<file path="config.mk">
export PLATFORM = sky130hd
export DESIGN_NAME = ext_obi_rr_arbiter
export DESIGN_NICKNAME = d
export VERILOG_FILES = /design/src/rtl/ext_obi_rr_arbiter.sv
export SDC_FILE = /design/constraint.sdc
export NUM_CORES = 1
export LEC_CHECK = 0
export CAP_MARGIN = 10
export CORE_AREA = 2 2 207 209
export DETAILED_ROUTE_END_ITERATION = 12
export DIE_AREA = 0 0 209 211
export GPL_TIMING_DRIVEN = 0
export PLACE_DENSITY = 0.49
export SYNTH_ARGS = -nofsm -noshare
export SYNTH_HDL_FRONTEND = slang
export SYNTH_SLANG_ARGS = --single-unit
</file>
<file path="constraint.sdc">
create_clock -name clk_i -period 10.95 [get_ports clk_i]
set_input_delay 3.285 -clock clk_i [delete_from_list [all_inputs] [get_ports clk_i]]
set_output_delay 3.285 -clock clk_i [all_outputs]
set_load 0.02 [all_outputs]
</file>
<file path="src/rtl/ext_obi_rr_arbiter.sv">
// Round-robin arbiter sharing one OBI slave port between several OBI masters.
// An in-order ID FIFO routes each response to the master that issued it.
package obi_pkg;
   typedef struct packed {
      logic        req;
      logic        we;
      logic [3:0]  be;
      logic [31:0] addr;
      logic [31:0] wdata;
   } obi_req_t;

   typedef struct packed {
      logic        gnt;
      logic        rvalid;
      logic [31:0] rdata;
   } obi_resp_t;
endpackage

module ext_obi_rr_arbiter #(
   parameter int unsigned  NUM_MASTERS     = 4,
   parameter int unsigned  MAX_OUTSTANDING = 2,
   localparam int unsigned IdxWidth = (NUM_MASTERS > 1) ? $clog2(NUM_MASTERS) : 1,
   localparam int unsigned CntWidth = $clog2(MAX_OUTSTANDING + 1)
) (
   input  logic                                     clk_i,
   input  logic                                     rst_ni,
   input  obi_pkg::obi_req_t  [NUM_MASTERS-1:0]     master_req_i,
   output obi_pkg::obi_resp_t [NUM_MASTERS-1:0]     master_resp_o,
   output obi_pkg::obi_req_t                        slave_req_o,
   input  obi_pkg::obi_resp_t                       slave_resp_i,
   output logic [CntWidth-1:0]                      outstanding_o,
   output logic                                     busy_o,
   output logic                                     spurious_rvalid_o
);
   localparam int unsigned PtrWidth = (MAX_OUTSTANDING > 1) ? $clog2(MAX_OUTSTANDING) : 1;

   logic [IdxWidth-1:0] rr_ptr, locked_idx_q, locked_idx_d, arb_idx, sel;
   logic                lock_q, lock_d, arb_found, sel_valid, full, accept, pop;
   logic [IdxWidth-1:0] fifo_mem [MAX_OUTSTANDING];
   logic [PtrWidth-1:0] wr_ptr, rd_ptr;
   logic [CntWidth-1:0] cnt;

   function automatic logic [PtrWidth-1:0] ptr_inc(input logic [PtrWidth-1:0] p);
      return (p == PtrWidth'(MAX_OUTSTANDING - 1)) ? '0 : p + 1'b1;
   endfunction

   // Cyclic search from rr_ptr: first the upper segment, then wrap to 0.
   always_comb begin
      arb_found = 1'b0;
      arb_idx   = '0;
      for (int i = 0; i < int'(NUM_MASTERS); i++) begin
         if (!arb_found && master_req_i[i].req && i >= int'(rr_ptr)) begin
            arb_found = 1'b1;
            arb_idx   = IdxWidth'(i);
         end
      end
      for (int i = 0; i < int'(NUM_MASTERS); i++) begin
         if (!arb_found && master_req_i[i].req) begin
            arb_found = 1'b1;
            arb_idx   = IdxWidth'(i);
         end
      end
   end

   always_comb begin
      sel_valid   = lock_q | arb_found;
      sel         = lock_q ? locked_idx_q : arb_idx;
      full        = (cnt >= CntWidth'(MAX_OUTSTANDING));
      slave_req_o = '0;
      if (sel_valid) slave_req_o = master_req_i[sel];
      if (full)      slave_req_o.req = 1'b0;
      accept      = slave_req_o.req & slave_resp_i.gnt;
      pop         = slave_resp_i.rvalid & (cnt != '0);
   end

   // A presented-but-ungranted request freezes the decision; a full stall does not.
   always_comb begin
      lock_d       = lock_q;
      locked_idx_d = locked_idx_q;
      if (accept) begin
         lock_d = 1'b0;
      end else if (slave_req_o.req) begin
         lock_d       = 1'b1;
         locked_idx_d = sel;
      end
   end

   always_comb begin
      for (int i = 0; i < int'(NUM_MASTERS); i++) begin
         master_resp_o[i].rdata  = slave_resp_i.rdata;
         master_resp_o[i].gnt    = accept & (sel == IdxWidth'(i));
         master_resp_o[i].rvalid = pop & (fifo_mem[rd_ptr] == IdxWidth'(i));
      end
      spurious_rvalid_o = slave_resp_i.rvalid & (cnt == '0);
      busy_o            = (cnt != '0) | lock_q;
      outstanding_o     = cnt;
   end

   always_ff @(posedge clk_i or negedge rst_ni) begin
      if (!rst_ni) begin
         lock_q       <= 1'b0;
         locked_idx_q <= '0;
         rr_ptr       <= '0;
      end else begin
         lock_q       <= lock_d;
         locked_idx_q <= locked_idx_d;
         if (accept) rr_ptr <= (sel == IdxWidth'(NUM_MASTERS - 1)) ? '0 : sel + 1'b1;
      end
   end

   always_ff @(posedge clk_i or negedge rst_ni) begin
      if (!rst_ni) begin
         wr_ptr <= '0;
         rd_ptr <= '0;
         cnt    <= '0;
         for (int i = 0; i < int'(MAX_OUTSTANDING); i++) fifo_mem[i] <= '0;
      end else begin
         if (accept) begin
            fifo_mem[wr_ptr] <= sel;
            wr_ptr           <= ptr_inc(wr_ptr);
         end
         if (pop) rd_ptr <= ptr_inc(rd_ptr);
         if (accept && !pop)      cnt <= cnt + 1'b1;
         else if (pop && !accept) cnt <= cnt - 1'b1;
      end
   end
endmodule

</file>
* Word-level counts from Yosys, hierarchy flattened
Index checks and enable logic that the tools add are counted.
Storage, ports and cells: input bits 316, logic and storage cells 105, output and inout bits 210, register bits 13
Operators by class: muxes and demuxes 33, bitwise logic cells 16, equality and inequality tests 6, reductions and logical operators 29, magnitude comparators 8, $add $sub $neg 5
Operators with widths (number):
- $bmux W70 S2 | 1
- $mux W70 | 2
- $mux W2 | 14
- $mux W1 | 14
- $logic_and A1 B1 Y1 | 13
- $and A1 B1 Y1 | 11
- $logic_not A1 Y1 | 9
- $eq A2 B2 Y1 const B | 4
- $ge A2 B2 Y1 const B | 3
- $logic_not A2 Y1 | 3
- $reduce_bool A2 Y1 | 3
- $add A2 B1 Y2 const B | 2
- $bwmux W4 | 1
- $eq A2 B1 Y1 const B | 2
- $ge A1 B2 Y1 const A | 2
- $not A1 Y2 | 2
- $lt A2 B3 Y1 const B | 1
- $add A1 B1 Y1 const B | 2
- $demux W2 S1 | 1
- $ge A2 B2 Y1 const A | 1
- $lt A2 B1 Y1 const B | 1
- $or A1 B1 Y1 | 2
- $reduce_and A2 Y1 | 1
- $sub A2 B1 Y2 const B | 1
- $not A1 Y1 | 1

* Depth between registers and ports, before layout
depth after elaboration 36, depth in mapped cells 11, mapped depth without buffers 9

* Least setup slack after synthesis
No wires, ideal clock.
path kind input to output, from input master_req_i[279] in the netlist's numbering, to output slave_req_o[1] in the netlist's numbering, stages on the path 8, setup slack 2.555 ns, buffers on the path 3, data required time 7.665 ns, arrival 5.110 ns, cell sequence buf_4 -> and3b_1 -> o21a_1 -> a221oi_4 -> buf_6 -> buf_8 -> mux4_2 -> nor2b_1
RTL lines:
- from (decl) | line 27 | input obi_pkg::obi_req_t [NUM_MASTERS-1:0] master_req_i,
- to (decl) | line 29 | output obi_pkg::obi_req_t slave_req_o,

==> results by group <==
GRT
  – GRT Util Overall: 10.3%
  – Antenna violations before repair: 3
  – Global-route wire length before repair: 34200 um
  – Number of global-route vias before repair: 5114
  – GR Overflow Total: 0
  – Pin count of the biggest net entering global routing: 14

Clocking
  – Resize count post-CTS: 0
  – CTS max path bufs: 2
  – CTS root buf: clkbuf_16
  – Worst-path clk slew: 0.04 ns
  – TritonCTS clock tree: yes
  – Cts-stage hold buffer count: 0
  – # clock sinks: 13
  – Post-CTS Setup Bufs: 0
  – Clk_lat worst skew: 0.24 ns
  – H-Tree Depth: 1
  – CTS buffer count: 3

Synth
  – Dominant cells by area after synthesis: mux4_2 (38%), buf_4 (24%), nor2b_1 (11%)
  – Largest family of logic cells by synthesized area: multiplexers
  – Area leader, netlist: mux4_2
  – Post-Synth Simple-Gate Area: 16.2%
  – Count leader, synth: buf_4
  – Synthesized flop and latch total: 13
  – Post-Syn Nets: 711
  – Post-Synth XOR/XNOR Area: 1.06%
  – Top cells by count, synth: buf_4 (131), nor2b_1 (70), mux4_2 (69), dfrtp_1 (13)
  – Area share of fa/ha/maj cells after synthesis: 1.51%
  – Post-synth top flop: dfrtp_1
  – Seq/Total Area, Yosys: 7.85%
  – Mapped Cells: 390
  – Synth top area share: 37.5%
  – Count of different cell masters after synthesis: 46
  – Mux share of post-synthesis cell area: 40.2%
  – Ys Warns: 0
  – Post-synth EDFFs: 0
  – Async SR Flop Fraction: 100%
  – Synth Area in Compound Gates: 4.80%
  – Synth Area per Inst: 10.6 sq um
  – Mapped Area: 4140 sq um

Die
  – DIE AREA: 44100 sq um
  – # IOs: 526
  – Die height: 211 um
  – Die Span X: 209 um
  – Core area: 41800 sq um
  – Initial Utilization: 9.92%
  – Cell row count: 75

Worst setup path
  – Cells on worst reg2reg path: 6
  – Worst EP arrival: 6.51 ns
  – CP Launch Type: input port
  – CP Class: in -> out
  – CP required: 7.67 ns
  – Slack of the worst reg-to-reg path: 8.18 ns
  – CP startpoint: master_req_i[139]
  – R2R Path End: lock_q
  – Crit-path max FO: 10
  – Worst R2R Start: lock_q
  – Worst Setup End Kind: output pin

STA
  – Skew final: 0.00155 ns
  – Total negative slack: 0 ns
  – Worst-margin pin slew: 0.852 ns
  – Setup repair after global routing missed its margin: no
  – Fin. Hold Viols: 0
  – Crit path time final: 9.79 ns
  – Pins Over Slew Limit: 0
  – Max-slew headroom: 43.1%
  – Setup Viol. Count Final: 0
  – Period utilization: 89.4%
  – FMAX: 0.102 GHz

Status
  – Status: completed

Routing
  – Routed wire length: 24400 um
  – Post-DR wirelength/cell: 17.1 um
  – Violation count after the first detailed-route iteration: 133
  – # DRC: 0
  – Vias: 4830
  – Routed Antenna Nets: 0
  – Via-to-Cell Ratio: 3.38
  – Drt first pass iters: 4

Finish
  – Share of layout cells above drive strength 1: 26.3%
  – Area grow syn2layout: 137%
  – Final net count: 1208
  – Post-Layout Cell Count: 1427

Placement
  – Number of port buffers: 492
  – # placed instances: 1421
  – DPL Wire Length: 21800 um
  – Placer congestion estimate: 0.765

Pwr
  – Worst VDD drop: 112 uV
  – Pwr Density: 194 nW/um^2
  – Leak Pwr: 3.69 nW

Hold path
  – WHS Endpoint: locked_idx_q[1]
  – Hold path cells: 1
  – HP Start: locked_idx_q[1]
  – Tightest Hold Check Type: reg -> reg

Run
  – Max-cap viol count: 0
-- metrics by stage --
step                      utilization (%)  hold slack [ns]  setup WS, ns  power (mW)  cell area [sq um]
after global placement               23.3            0.514         0.907        1.88               9740
after floorplan                         -            0.483          2.55        1.17               4140
final                                23.5            0.530          1.16        1.91               9830
after detailed placement             23.3            0.521         0.908        1.88               9740
after global routing                 23.5            0.548         0.813        2.04               9820
after CTS                            23.5            0.531         0.893        1.95               9820
-- per-layer routing --
metal / global-route usage, % / part of all wire, % / vias up
met1: 12.2 / 39 / 2310
met5: 0 / 0 / -
met4: 0.665 / 0.20 / 0
met3: 1.98 / 6.6 / 4
met2: 19.8 / 55 / 230
li1: - / - / 2286
-- registers in the layout (all words and copies together), names as in the netlist --
register       flops
fifo_mem           4
lock_q             1
locked_idx_q       2
outstanding_o      2
rd_ptr             1
rr_ptr             2
wr_ptr             1
-- logic make-up (layout without fill, tap and decap cells) --
family          after synthesis  count (layout)
flops                        13              13
simple gates                107             107
xor+xnor                      5               5
other cells                   0               2
buf+inv                     162             658
mux                          78              78
fa+ha+maj                     5               5
compound gates               20              20
-- cell type report --
| type | count | area [sq um] |
|---|---|---|
| sequential | 13 | 325 |
| fill | 4499 | 31900 |
| clock buffer | 4 | 78.8 |
| buffer | 155 | 1150 |
| timing repair buffer | 492 | 4920 |
| multi-input combinational | 215 | 2640 |
| inverter | 7 | 26.3 |
| tap | 539 | 674 |
| antenna | 2 | 5.00 |
-- how the worst max path moves through the flow --
stage,endpoint,cells past startpoint
3_5_place_dp,slave_req_o[69],6
4_1_cts,slave_req_o[69],6
2_1_floorplan,slave_req_o[1],8
5_1_grt,slave_req_o[69],6
6_report,slave_req_o[7],6
3_3_place_gp,slave_req_o[7],6
-- worst max-delay path: stages --
cell,delay [ns]
clkdlybuf4s50_1,0.55
or4_1,0.57
nor2_2,0.67
clkbuf_1,0.70
nor2b_1,0.14
clkdlybuf4s50_1,0.58
-- power breakdown --
group / internal (mW) / switching, mW
sequential: 0.0722 / 0.0218
clock: 0.0490 / 0.0189
combinational: 0.953 / 0.791
total: 1.07 / 0.831
-- cell usage in the layout, fill, tap and decap left out, types with 2 or more instances in the layout --
master	netlist	layout
a21oi_1	4	4
ha_1	5	5
nand2_1	7	7
nor2_1	9	9
mux2_1	2	2
mux2_4	4	4
mux2i_1	3	3
nand3_1	2	2
clkdlybuf4s50_1	0	492
nand3b_1	2	2
o21ai_1	2	2
xor2_1	2	2
clkbuf_1	9	10
o311ai_1	2	2
clkbuf_16	0	3
buf_4	131	131
nor2b_1	70	70
and2_1	4	4
nor3_2	3	3
buf_2	9	9
inv_1	7	7
mux4_2	69	69
diode_2	0	2
dfrtp_1	13	13
buf_8	5	5
xnor2_1	3	3
Power figures use the tool's default switching activity.
